### src/rtl/fp_div_seq.sv
// rtl/fp_div_seq.sv - sequential IEEE-754 single-precision divider p = a / b
//
// Restoring mantissa division: one quotient bit per cycle over ITER cycles,
// then a single normalise/pack cycle. Implicit leading 1 on nonzero operands,
// truncation without rounding, no denormal/NaN/inf operand decoding.
//
// Ports:
//   clk_i    clock, rising edge
//   rst_i    synchronous active-high reset; aborts any operation in flight
//   start_i  request, sampled only in IDLE
//   a_i      dividend (IEEE-754 single), sampled with start_i
//   b_i      divisor (IEEE-754 single), sampled with start_i
//   busy_o   high while CALC or NORM
//   done_o   one-cycle pulse when p_o and flags are valid
//   p_o      quotient, held until the next done_o
//   dz_o     divide by zero, held with p_o
//   ovf_o    exponent overflow, held with p_o
//   unf_o    exponent underflow, held with p_o
module fp_div_seq #(
  parameter int ITER = 25
) (
  input  logic        clk_i,
  input  logic        rst_i,
  input  logic        start_i,
  input  logic [31:0] a_i,
  input  logic [31:0] b_i,
  output logic        busy_o,
  output logic        done_o,
  output logic [31:0] p_o,
  output logic        dz_o,
  output logic        ovf_o,
  output logic        unf_o
);

  typedef enum logic [1:0] {
    S_IDLE = 2'd0,
    S_CALC = 2'd1,
    S_NORM = 2'd2
  } state_t;

  state_t             state_q;
  logic        [4:0]  cnt_q;
  logic               sign_q;
  logic        [23:0] mb_q;
  logic signed [9:0]  e_q;
  logic        [25:0] r_q;
  logic        [24:0] q_q;

  logic        [31:0] p_q;
  logic               busy_q, done_q, dz_q, ovf_q, unf_q;

  // Special-case results are staged one cycle so they appear on the edge
  // after the start edge, while the FSM itself never leaves IDLE.
  logic               spec_pend_q;
  logic        [31:0] spec_p_q;
  logic               spec_dz_q;

  logic               r_ge_d;
  logic        [25:0] r_diff_d;
  logic        [25:0] r_d;
  logic        [24:0] q_d;
  logic        [22:0] mant_d;
  logic signed [9:0]  ef_d;
  logic        [9:0]  e_start_d;
  logic               sign_start_d;

  always_comb begin
    r_ge_d       = (r_q >= {2'b00, mb_q});
    r_diff_d     = r_q - {2'b00, mb_q};
    r_d          = r_ge_d ? (r_diff_d << 1) : (r_q << 1);
    q_d          = {q_q[23:0], r_ge_d};
    // Q[24] is the integer bit; when clear the quotient is in [0.5,1)
    // and one extra fraction bit moves up with the exponent decremented.
    mant_d       = q_q[24] ? q_q[23:1] : q_q[22:0];
    ef_d         = q_q[24] ? e_q : (e_q - 10'sd1);
    e_start_d    = {2'b00, a_i[30:23]} - {2'b00, b_i[30:23]} + 10'd127;
    sign_start_d = a_i[31] ^ b_i[31];
  end

  always_ff @(posedge clk_i) begin
    if (rst_i) begin
      state_q     <= S_IDLE;
      cnt_q       <= '0;
      sign_q      <= 1'b0;
      mb_q        <= '0;
      e_q         <= '0;
      r_q         <= '0;
      q_q         <= '0;
      p_q         <= '0;
      busy_q      <= 1'b0;
      done_q      <= 1'b0;
      dz_q        <= 1'b0;
      ovf_q       <= 1'b0;
      unf_q       <= 1'b0;
      spec_pend_q <= 1'b0;
      spec_p_q    <= '0;
      spec_dz_q   <= 1'b0;
    end else begin
      done_q <= 1'b0;

      if (spec_pend_q) begin
        p_q         <= spec_p_q;
        dz_q        <= spec_dz_q;
        ovf_q       <= 1'b0;
        unf_q       <= 1'b0;
        done_q      <= 1'b1;
        spec_pend_q <= 1'b0;
      end

      case (state_q)
        S_IDLE: begin
          if (start_i) begin
            if (b_i[30:0] == 31'd0) begin
              spec_pend_q <= 1'b1;
              spec_dz_q   <= 1'b1;
              spec_p_q    <= (a_i[30:0] == 31'd0) ? 32'h7FC0_0000
                                                  : {sign_start_d, 8'hFF, 23'd0};
            end else if (a_i[30:0] == 31'd0) begin
              spec_pend_q <= 1'b1;
              spec_dz_q   <= 1'b0;
              spec_p_q    <= 32'h0000_0000;
            end else begin
              sign_q  <= sign_start_d;
              mb_q    <= {1'b1, b_i[22:0]};
              e_q     <= $signed(e_start_d);
              r_q     <= {2'b00, 1'b1, a_i[22:0]};
              q_q     <= '0;
              cnt_q   <= '0;
              busy_q  <= 1'b1;
              state_q <= S_CALC;
            end
          end
        end

        S_CALC: begin
          r_q   <= r_d;
          q_q   <= q_d;
          cnt_q <= cnt_q + 5'd1;
          if (cnt_q == 5'(ITER - 1)) begin
            state_q <= S_NORM;
          end
        end

        S_NORM: begin
          if (ef_d >= 10'sd255) begin
            p_q   <= {sign_q, 8'hFF, 23'd0};
            dz_q  <= 1'b0;
            ovf_q <= 1'b1;
            unf_q <= 1'b0;
          end else if (ef_d <= 10'sd0) begin
            p_q   <= {sign_q, 31'd0};
            dz_q  <= 1'b0;
            ovf_q <= 1'b0;
            unf_q <= 1'b1;
          end else begin
            p_q   <= {sign_q, ef_d[7:0], mant_d};
            dz_q  <= 1'b0;
            ovf_q <= 1'b0;
            unf_q <= 1'b0;
          end
          done_q  <= 1'b1;
          busy_q  <= 1'b0;
          state_q <= S_IDLE;
        end

        default: begin
          state_q <= S_IDLE;
          busy_q  <= 1'b0;
        end
      endcase
    end
  end

  assign busy_o = busy_q;
  assign done_o = done_q;
  assign p_o    = p_q;
  assign dz_o   = dz_q;
  assign ovf_o  = ovf_q;
  assign unf_o  = unf_q;

endmodule

### config.mk
export PLATFORM = sky130hd
export DESIGN_NAME = fp_div_seq
export DESIGN_NICKNAME = d
export VERILOG_FILES = /design/src/rtl/fp_div_seq.sv
export SDC_FILE = /design/constraint.sdc
export NUM_CORES = 1
export LEC_CHECK = 0
export BUFFER_PORTS_ARGS = -buffer_cell sky130_fd_sc_hd__buf_2
export CORE_ASPECT_RATIO = 0.7
export CORE_UTILIZATION = 63
export DETAILED_ROUTE_END_ITERATION = 16
export PLACE_DENSITY = 0.92
export SKIP_LAST_GASP = 1
export SLEW_MARGIN = 30
export SYNTH_ARGS = -nofsm -noshare
export SYNTH_HDL_FRONTEND = slang
export SYNTH_SLANG_ARGS = --single-unit
### constraint.sdc
create_clock -name clk_i -period 6.6 [get_ports clk_i]
set_input_delay 0.33 -clock clk_i [delete_from_list [all_inputs] [get_ports clk_i]]
set_output_delay 0.33 -clock clk_i [all_outputs]
set_load 0.005 [all_outputs]
# Word level (Yosys, flattened, before mapping)
# Cells that the tools add are included.
[totals] output_inout_bits=37 reg_bits=164 word_cells=93
[op_classes] n_mux=43 n_reduce_logical=13 add_sub_neg=5 n_lt_le_gt_ge=3 eq_ne=7 bitwise=6
[ops] cell="$mux 32" count=5
[ops] cell="$mux 26" count=4
[ops] cell="$mux 25" count=3
[ops] cell="$logic_not 31->1" count=2
[ops] cell="$mux 31" count=2
[ops] cell="$pmux 26 s2" count=1
[ops] cell="$pmux 25 s2" count=1
[ops] cell="$ge 26x24->1" count=1
[ops] cell="$sub 25x24->25" count=1
[ops] cell="$mux 23" count=1
[ops] cell="$reduce_and 4->1" count=4
[ops] cell="$mux 1" count=15
[ops] cell="$mux 5" count=3
[ops] cell="$add 9x8->10 const B" count=1
[ops] cell="$ge 10x9->1 const B" count=1
[ops] cell="$le 10x1->1 const B" count=1
[ops] cell="$mux 10" count=1
[ops] cell="$pmux 5 s2" count=1
[ops] cell="$sub 10x2->10 const B" count=1
[ops] cell="$sub 8x8->9" count=1
[ops] cell="$mux 2" count=4
[ops] cell="$ne 2x2->1 const B" count=4
[ops] cell="$reduce_bool 2->1" count=3
[ops] cell="$add 5x1->5 const B" count=1
[ops] cell="other kinds (11)" count=15

# Logic depth before layout (Yosys ltp)
# Gate-level depths: netlist of run 1.
[logic_depth] word_depth=6 ltp_mapped=13 ltp_nobuf=11

# Worst setup path before layout of run 1
# No wires, ideal clock.
[synth_timing] path_kind="flip-flop to flip-flop" start="reg mb_q[12]" end="reg r_q[10]" path_stages_with_launch=11 setup_slack_ns=3.977 t_arrival_ns=2.500 path_buffers=0 cell_sequence="dfxtp_1 > inv_1 > ha_1 > a21o_1 > a31o_1 > a221oi_2 > a31oi_4 > o21ai_2 > mux2_1 > a221oi_1 > nor2_1"
[synth_via] elab_chain_len=3
[synth_rtl] item="from (decl)" line="44" rtl="logic [23:0] mb_q;"
[synth_rtl] item="from (signal assigned)" line="124" rtl="mb_q <= {1'b1, b_i[22:0]};"
[synth_rtl] item="$ge 26x24->1" line="68" rtl="r_ge_d = (r_q >= {2'b00, mb_q});"
[synth_rtl] item="$mux 26" line="70" rtl="r_d = r_ge_d ? (r_diff_d << 1) : (r_q << 1);"
[synth_rtl] item="$pmux 26 s2" line="110" rtl="case (state_q)"
[synth_rtl] item="to (signal assigned)" line="126" rtl="r_q <= {2'b00, 1'b1, a_i[22:0]};"
[synth_rtl] item="to (signal assigned)" line="136" rtl="r_q <= r_d;"
[synth_rtl] item="to (decl)" line="46" rtl="logic [25:0] r_q;"
# Every way passes these cells.
# A chain may end at the register's enable or synchronous reset.

# Final worst setup path of run 1
# Ends and elaborated chain as after synthesis.

==> impl_summary.log, run 1 <==
INFO  metric fp-row-count = 32
INFO  metric drt_iter0_markers = 878
INFO  metric vias_per_cell = 6.38
INFO  metric synth-seq-area-share = 35.9%
INFO  metric total_clock_sinks = 134
INFO  metric fp.dieArea = 12300 um^2
INFO  metric ys_ff_latch = 134
INFO  metric route.final.wire_length = 20.8 mm
INFO  metric placedInstanceArea = 8060 um^2
INFO  metric synth.net_count = 986
INFO  metric crit_arrival = 3.72 ns
INFO  metric cts.reportedPaths.clkPinSlew = 0.06 ns
INFO  metric startpoint_type = flip-flop
INFO  metric die_width = 132 um
INFO  metric grt_first_pass_wirelength = 33.7 mm
INFO  metric post_cts_resized = 0
INFO  metric synth.avg_cell_area = 8.48 um^2
INFO  metric worst_setup_path_end_kind = flip-flop
INFO  metric avgRoutedWirePerCell = 18.4 um
INFO  metric grt_antenna_before_repair = 0
INFO  metric netlist_instances = 881
INFO  metric worst_setup_path_category = flip-flop to flip-flop
INFO  metric finalCritPeriodShare = 51.7%
INFO  metric drcViolationCount = 0
INFO  metric met2_wire_length = 8.90 mm
INFO  metric core_area = 11300 um^2
INFO  metric gpl.final_weighted_congestion = 1.00
INFO  metric layout_commonest_cell = sky130_fd_sc_hd__dfxtp_1
INFO  metric ctsHtreeMaxLevel = 4
INFO  metric cp_cell_sequence = inv_1 > ha_1 > a21o_1 > a31o_1 > a221oi_2 > a31oi_4 > o21ai_2 > buf_4 > mux2_1 > a221oi_1 > nor2_1
INFO  metric total_inserted_antenna_cells = 0
INFO  metric drt_first_pass_iters = 6
INFO  metric setup_viol = 0
INFO  metric top_level_ports = 104
INFO  metric final_antenna_net_count = 0
INFO  metric worst-slew-pin-transition = 0.895 ns
INFO  metric insertion_delay = 0.42 ns
INFO  metric layout.cell_area.non_filler = 8640 um^2
INFO  metric hold_ws = 0.155 ns
INFO  metric hold_buffer_count_at_cts = 0
INFO  metric syn_area = 7470 um^2
INFO  metric synthArstFlopShare = 0%
INFO  metric critical_path.slowest_cell = sky130_fd_sc_hd__o21ai_2
INFO  metric cts_inserted_buffers = 17
INFO  metric synth.area.top_cells = sky130_fd_sc_hd__dfxtp_1 (36%), sky130_fd_sc_hd__mux2i_1 (7.6%), sky130_fd_sc_hd__ha_1 (6.0%)
INFO  metric power_density = 307 nW/um^2
INFO  metric vias_in_the_first_global_route = 6715
INFO  metric rsz0062_at_grt = false
INFO  metric cts_post_setup_buffers_inserted = 0
INFO  metric synth-edff-count = 0
INFO  metric route.vias.total = 7246
INFO  metric outcome = finished clean
INFO  metric critical-path-top-delay-family = compound AO/OA/AOI/OAI gates
INFO  metric port-buffer-count = 103
INFO  metric clockRootBuffer = sky130_fd_sc_hd__clkbuf_16
INFO  metric area_delta_synth_final = 15.7%
INFO  metric netlist.top_cell.by_area = sky130_fd_sc_hd__dfxtp_1
INFO  metric fmaxAchievable = 293 MHz
INFO  metric yosysTopAreaCellShare = 35.9%
INFO  metric maximum_fanout_along_the_worst_path = 24
INFO  metric total_leakage_power = 3.61 nW
INFO  metric wirelength_met1 = 9.20 mm
INFO  metric cts_tree = yes
INFO  metric hold_viol_final = 0
INFO  metric final-max-slew-violation-count = 0
INFO  metric worst_clock_skew = 0.00965 ns
INFO  metric max-vdd-ir-drop = 0.213 mV
INFO  metric die_y = 93.1 um
INFO  metric post-route-min-period = 3.41 ns
INFO  metric globalRouteOverflowTotal = 0
INFO  metric final_layout_size_suffix_gt1_share = 16.9%
INFO  metric critical-path-max-stage-delay = 0.44 ns
INFO  metric max_slew_margin = 40.4%
INFO  metric dr_wl_met3 = 2.24 mm
INFO  metric maxCapViolCount = 0
INFO  metric top_signal_layer_used = met4
INFO  metric finalNetCount = 1074
INFO  metric setup_tns_after_final_layout = 0 ns
INFO  metric timing.critical_path.buf_inv = 2
INFO  metric cts-root-to-sink-buffers = 2
INFO  metric dp.final_hpwl = 14.3 mm
INFO  metric fillerInstances = 764
INFO  metric hold_class = input pin to flip-flop
INFO  metric dominantRegCellSynth = sky130_fd_sc_hd__dfxtp_1
INFO  metric grt_use_total = 35.0%
INFO  metric crit_required = 6.91 ns
INFO  metric most-common-layout-cells = sky130_fd_sc_hd__dfxtp_1 (134), sky130_fd_sc_hd__buf_2 (103), sky130_fd_sc_hd__nor2_1 (95)
INFO  metric yosys_warnings = 0
INFO  metric ys_types = 68
INFO  metric floorplan.initialDensity = 66.2%
INFO  metric pin_count_of_the_biggest_net_entering_global_routing = 41
-- synth_stat cells, types with 3 or more instances --
cell type / number
sky130_fd_sc_hd__a21o_1: 17
sky130_fd_sc_hd__o211ai_1: 9
sky130_fd_sc_hd__xor2_1: 18
sky130_fd_sc_hd__nand4_1: 12
sky130_fd_sc_hd__nor4_1: 18
sky130_fd_sc_hd__or2_2: 5
sky130_fd_sc_hd__or3_1: 6
sky130_fd_sc_hd__and3_1: 4
sky130_fd_sc_hd__a22oi_1: 13
sky130_fd_sc_hd__and2_1: 5
sky130_fd_sc_hd__a21oi_1: 52
sky130_fd_sc_hd__a31oi_1: 16
sky130_fd_sc_hd__dfxtp_1: 134
sky130_fd_sc_hd__a221oi_1: 5
sky130_fd_sc_hd__a22o_1: 26
sky130_fd_sc_hd__o21ai_1: 28
sky130_fd_sc_hd__buf_2: 8
sky130_fd_sc_hd__nand3_1: 12
sky130_fd_sc_hd__buf_4: 4
sky130_fd_sc_hd__inv_2: 4
sky130_fd_sc_hd__nand2b_1: 10
sky130_fd_sc_hd__o21a_1: 3
sky130_fd_sc_hd__o31a_1: 3
sky130_fd_sc_hd__o221ai_1: 5
sky130_fd_sc_hd__nor3_1: 28
sky130_fd_sc_hd__ha_1: 36
sky130_fd_sc_hd__nand2_1: 55
sky130_fd_sc_hd__clkbuf_1: 27
sky130_fd_sc_hd__mux2i_1: 57
sky130_fd_sc_hd__xnor2_1: 22
sky130_fd_sc_hd__inv_1: 42
sky130_fd_sc_hd__nor2_1: 96
sky130_fd_sc_hd__buf_1: 3
sky130_fd_sc_hd__a211oi_1: 13
sky130_fd_sc_hd__o22ai_1: 10
sky130_fd_sc_hd__nand3b_1: 4
sky130_fd_sc_hd__nor2b_1: 4
sky130_fd_sc_hd__o21ai_0: 29
sky130_fd_sc_hd__mux2_1: 3
-- stage by stage --
step	setup slack, ns	util, %	power [mW]	std cells
after CTS	3.26	76.4	2.62	1134
after detailed placement	3.26	71.4	1.70	1102
after global placement	3.31	71.3	1.68	1102
after floorplan	3.98	-	1.54	881
after global routing	3.02	76.5	2.77	1135
final	3.19	76.5	2.65	1135
-- power breakdown --
group	switching, mW	total (mW)	leakage (nW)	internal [mW]
combinational	0.500	0.837	2.24	0.337
clock	0.392	0.915	0.277	0.522
sequential	0.0459	0.899	1.09	0.853
total	0.938	2.65	3.61	1.71
-- layer usage --
metal,up-vias,global-route usage [%]
met5,-,0
met4,0,14.0
met3,60,8.94
met2,446,53.5
met1,3339,47.3
li1,3401,-
-- layout make-up --
cell class / instances / area [um^2] / share of cell area, %
multi-input combinational: 658 / 4430 / 51.3
sequential: 134 / 2680 / 31.0
timing repair buffer: 112 / 589 / 6.82
clock buffer: 20 / 467 / 5.40
tap: 153 / 191 / 2.22
inverter: 46 / 173 / 2.00
clock inverter: 12 / 105 / 1.22
-- state kept, by name, summed over array words and instances, names as in the netlist --
register     count
sign_q           1
r_q             26
ovf_o            1
mb_q            24
done_o           1
dz_o             1
p_o             32
q_q             25
spec_p_q         3
busy_o           1
state_q          2
cnt_q            5
spec_pend_q      1
unf_o            1
e_q             10
-- cells by family after synthesis --
kind of cell	Yosys count	share of synthesized area [%]
flops	134	35.9
fa+ha+maj	38	6.57
xor+xnor	41	4.91
mux	60	8.09
simple gates	271	17.5
buf+inv	89	4.91
compound gates	248	22.2
-- worst register-to-register path, delay by kind of cell, from the launching register on --
kind	cells	cell delay, ns
fa+ha+maj	1	0.38
buf+inv	2	0.43
simple gates	1	0.09
flops	1	0.33
compound gates	6	1.72
mux	1	0.36
-- final timing paths --
| check | startpoint | cells after the start | slack [ns] | endpoint |
|---|---|---|---|---|
| setup / recovery | mb_q[12] | 11 | 3.19 | r_q[10] |
| hold / removal | b_i[12] | 3 | 0.16 | mb_q[12] |
| setup reg to reg | mb_q[12] | 11 | 3.19 | r_q[10] |
| hold reg to reg | p_o[6] | 2 | 0.44 | p_o[6] |
Power figures use the tool's default switching activity.
==> run 2: changes to the inputs <==
--- a/config.mk
+++ b/config.mk
@@ -5,11 +5,12 @@
 export SDC_FILE = /design/constraint.sdc
 export NUM_CORES = 1
 export LEC_CHECK = 0
+export ABC_AREA = 1
 export BUFFER_PORTS_ARGS = -buffer_cell sky130_fd_sc_hd__buf_2
 export CORE_ASPECT_RATIO = 0.7
-export CORE_UTILIZATION = 63
+export CORE_UTILIZATION = 53
 export DETAILED_ROUTE_END_ITERATION = 16
-export PLACE_DENSITY = 0.92
+export PLACE_DENSITY = 0.83
 export SKIP_LAST_GASP = 1
 export SLEW_MARGIN = 30
 export SYNTH_ARGS = -nofsm -noshare
==> constraint.sdc (replaced) <==
create_clock -name clk_i -period 2.8 [get_ports clk_i]
set_input_delay 0.14 -clock clk_i [delete_from_list [all_inputs] [get_ports clk_i]]
set_output_delay 0.14 -clock clk_i [all_outputs]
set_load 0.005 [all_outputs]
==> impl_summary.log, run 2 <==
INFO  metric path_common_cell = sky130_fd_sc_hd__nand3_1
INFO  metric netSwitchingPower = 2.56 mW
INFO  metric yosys_warnings = 0
INFO  metric outcome = finished, violations left
INFO  metric hold_buffer_count_at_cts = 20
INFO  metric hold_viol_final = 0
INFO  metric crit_arrival = 2.82 ns
INFO  metric critical-path-max-stage-delay = 0.44 ns
INFO  metric post_cts_resized = 0
INFO  metric cts-root-to-sink-buffers = 2
INFO  metric drt_iter0_markers = 979
INFO  metric total_inserted_antenna_cells = 0
INFO  metric globalRouteOverflowTotal = 0
INFO  metric setup_tns_after_final_layout = 0 ns
INFO  metric min-delay-start = a_i[11]
INFO  metric critical_path.slowest_cell = sky130_fd_sc_hd__o21ai_0
INFO  metric die_width = 152 um
INFO  metric startpoint_type = flip-flop
INFO  metric synth.area.top_cells = sky130_fd_sc_hd__dfxtp_1 (32%), sky130_fd_sc_hd__nand2_1 (13%), sky130_fd_sc_hd__inv_1 (9.0%)
INFO  metric synth-edff-count = 0
INFO  metric top_level_ports = 104
INFO  metric worst_hold_endpoint = r_q[11]
INFO  metric total_leakage_power = 4.71 nW
INFO  metric min_path_cells = 3
INFO  metric pin_count_of_the_biggest_net_entering_global_routing = 32
INFO  metric total_power = 6.50 mW
INFO  metric synth.avg_cell_area = 6.39 um^2
INFO  metric floorplan.initialDensity = 54.2%
INFO  metric final-max-slew-violation-count = 0
INFO  metric area_occupied_by_registers = 2680 um^2
INFO  metric rsz0062_at_grt = false
INFO  metric drcViolationCount = 7
INFO  metric cts_inserted_buffers = 17
INFO  metric grt_antenna_before_repair = 0
INFO  metric area_delta_synth_final = 17.7%
INFO  metric worst-r2r-cell-count = 12
INFO  metric cts_post_setup_buffers_inserted = 0
INFO  metric power_switching_share = 39.3%
INFO  metric ctsHtreeMaxLevel = 4
INFO  metric maximum_fanout_along_the_worst_path = 4
INFO  metric die_y = 107 um
INFO  metric timing.critical_path.buf_inv = 1
INFO  metric largest_reg_flops = 32
INFO  metric grt_first_pass_wirelength = 39.4 mm
INFO  metric finalCritPeriodShare = 87.6%
INFO  metric port-buffer-count = 103
INFO  metric fp.dieArea = 16300 um^2
INFO  metric multi_input_comb_area = 4700 um^2
INFO  metric fillerInstances = 1420
INFO  metric maxCapViolCount = 0
INFO  metric final_antenna_net_count = 0
INFO  metric share_seq_of_total_power = 31.8%
INFO  metric drt_first_pass_iters = 14
INFO  metric hold_class = input pin to flip-flop
INFO  metric netlist_instances = 1311
INFO  metric crit_required = 3.16 ns
INFO  metric yosysTopAreaCellShare = 32.0%
INFO  metric dp.final_hpwl = 16.9 mm
INFO  metric fp-row-count = 38
INFO  metric vias_in_the_first_global_route = 8039
INFO  metric total_clock_sinks = 134
INFO  metric worst-slew-pin-transition = 0.614 ns
INFO  metric vias_per_cell = 5.58
INFO  metric syn_area = 8370 um^2
INFO  metric synthMostInstantiatedCell = sky130_fd_sc_hd__nand2_1
INFO  metric route.final.wire_length = 23.8 mm
INFO  metric synth.net_count = 1416
INFO  metric synthArstFlopShare = 0%
INFO  metric dominantRegCellSynth = sky130_fd_sc_hd__dfxtp_1
INFO  metric p_clk_share = 34.2%
INFO  metric ff2ff_setup_slack = 0.35 ns
INFO  metric post-route-min-period = 2.45 ns
INFO  metric setup_viol = 0
INFO  metric max_slew_margin = 59.0%
INFO  metric route.vias.total = 9111
INFO  metric synthTopCellsByCount = sky130_fd_sc_hd__nand2_1 (293), sky130_fd_sc_hd__inv_1 (200), sky130_fd_sc_hd__dfxtp_1 (134)
INFO  metric gpl.final_weighted_congestion = 1.00
INFO  metric worst_clock_skew = 0.0117 ns
INFO  metric final_layout_size_suffix_gt1_share = 12.5%
INFO  metric rr_startpoint = r_q[0]
INFO  metric worst_setup_path_end_kind = flip-flop
INFO  metric clockRootBuffer = sky130_fd_sc_hd__clkbuf_16
INFO  metric worst_setup_path_category = flip-flop to flip-flop
INFO  metric cts_tree = yes
INFO  metric grt_use_total = 29.9%
INFO  metric synth-seq-area-share = 32.0%
INFO  metric max-vdd-ir-drop = 0.399 mV
INFO  metric layout_commonest_cell = sky130_fd_sc_hd__nand2_1
INFO  metric core_area = 15500 um^2
INFO  metric violations = DRC
INFO  metric internal_power = 3.94 mW
INFO  metric cp_cell_sequence = inv_1 > ha_1 > fa_1 > o21ai_0 > nand2_1 > nand3_1 > nand3_1 > nand2_1 > nand2_1 > nand3_1 > nand3_1 > a21oi_1
INFO  metric r2r-end = r_q[17]
INFO  metric netlist.top_cell.by_area = sky130_fd_sc_hd__dfxtp_1
INFO  metric fmaxAchievable = 408 MHz
INFO  metric avgRoutedWirePerCell = 14.6 um
INFO  metric cts.reportedPaths.clkPinSlew = 0.07 ns
INFO  metric power_density = 660 nW/um^2
INFO  metric finalNetCount = 1526
INFO  metric most-common-layout-cells = sky130_fd_sc_hd__nand2_1 (293), sky130_fd_sc_hd__inv_1 (200), sky130_fd_sc_hd__dfxtp_1 (134)
INFO  metric ys_types = 38
INFO  metric critical-path-top-delay-family = simple AND/OR/NAND/NOR gates
INFO  metric ys_ff_latch = 134
INFO  metric power.combinational.fraction = 34.0%
INFO  metric insertion_delay = 0.43 ns
==> run 2: cell count changes after synthesis, sizes merged, moves of 26 or more <==
cell / delta
a21oi: +69
a22o: -26
inv: +156
mux2i: -57
nand2: +239
nand3: +110
nand4: +38
nor2: +30
o22ai: +26
==> run 2: worst max-delay path by stage <==
| stage | startpoint | cells after the start | end | slack, ns |
|---|---|---|---|---|
| 3_5_place_dp | r_q[0] | 12 | r_q[17] | 0.42 |
| 6_report | r_q[0] | 12 | r_q[17] | 0.35 |
| 2_1_floorplan | r_q[0] | 12 | r_q[17] | 0.78 |
| 3_3_place_gp | a_i[29] | 10 | e_q[9] | 0.47 |
| 5_1_grt | mb_q[2] | 12 | r_q[22] | 0.15 |
| 4_1_cts | r_q[0] | 12 | r_q[17] | 0.39 |
==> run 2: cell type report <==
type / instances / area share, %
clock buffer: 17 / 4.32
clock inverter: 15 / 1.51
inverter: 202 / 7.70
multi-input combinational: 922 / 47.7
sequential: 134 / 27.2
tap: 200 / 2.54
timing repair buffer: 144 / 8.99
==> run 2: power groups by stage <==
| stage | clock network [mW] | registers (mW) | logic [mW] |
|---|---|---|---|
| detailed placement | 0 | 2.11 | 2.10 |
| CTS | 2.23 | 2.06 | 2.15 |
| floorplan | 0 | 2.09 | 1.62 |
| global placement | 0 | 2.10 | 2.08 |
| global route | 2.32 | 2.07 | 2.47 |
| finish | 2.22 | 2.06 | 2.21 |
==> run 2: layer usage <==
metal  part of all wire (%)  global-route usage (%)  up-vias
met5                      0                       0        -
met4                    1.1                    7.51        0
met3                     10                    5.30       27
met1                     48                    43.8     4154
li1                       -                       -     4510
met2                     41                    44.8      420
==> run 2: through the flow <==
| stage | hold slack [ns] | utilization [%] | worst slack [ns] | instances | instance area (um^2) |
|---|---|---|---|---|---|
| 2_1_floorplan | 0.289 | - | 0.776 | 1311 | 8370 |
| 5_1_grt | 0.0214 | 63.7 | 0.149 | 1634 | 9850 |
| 3_3_place_gp | 0.398 | 58.7 | 0.471 | 1582 | 9070 |
| 6_report | 0.0210 | 63.7 | 0.346 | 1634 | 9850 |
| 3_5_place_dp | 0.409 | 58.7 | 0.420 | 1582 | 9070 |
| 4_1_cts | 0.0124 | 63.7 | 0.395 | 1634 | 9850 |
==> run 2: worst reg2reg max path: stages, from the launching register on <==
cell                      delay, ns
sky130_fd_sc_hd__dfxtp_1       0.33
sky130_fd_sc_hd__inv_1         0.06
sky130_fd_sc_hd__ha_1          0.20
sky130_fd_sc_hd__fa_1          0.42
sky130_fd_sc_hd__o21ai_0       0.44
sky130_fd_sc_hd__nand2_1       0.10
sky130_fd_sc_hd__nand3_1       0.19
sky130_fd_sc_hd__nand3_1       0.19
sky130_fd_sc_hd__nand2_1       0.12
sky130_fd_sc_hd__nand2_1       0.05
sky130_fd_sc_hd__nand3_1       0.08
sky130_fd_sc_hd__nand3_1       0.08
sky130_fd_sc_hd__a21oi_1       0.14
==> run 2: logic make-up after synthesis <==
logic type	count (synthesis)	share of synthesized area (%)
DFF	134	32.0
xor gates and xnor gates	18	2.11
and+or+nand+nor	616	32.1
AOI/OAI and AO/OA	250	15.9
adders and majority gates	38	5.86
buffers and inverters	255	12.0
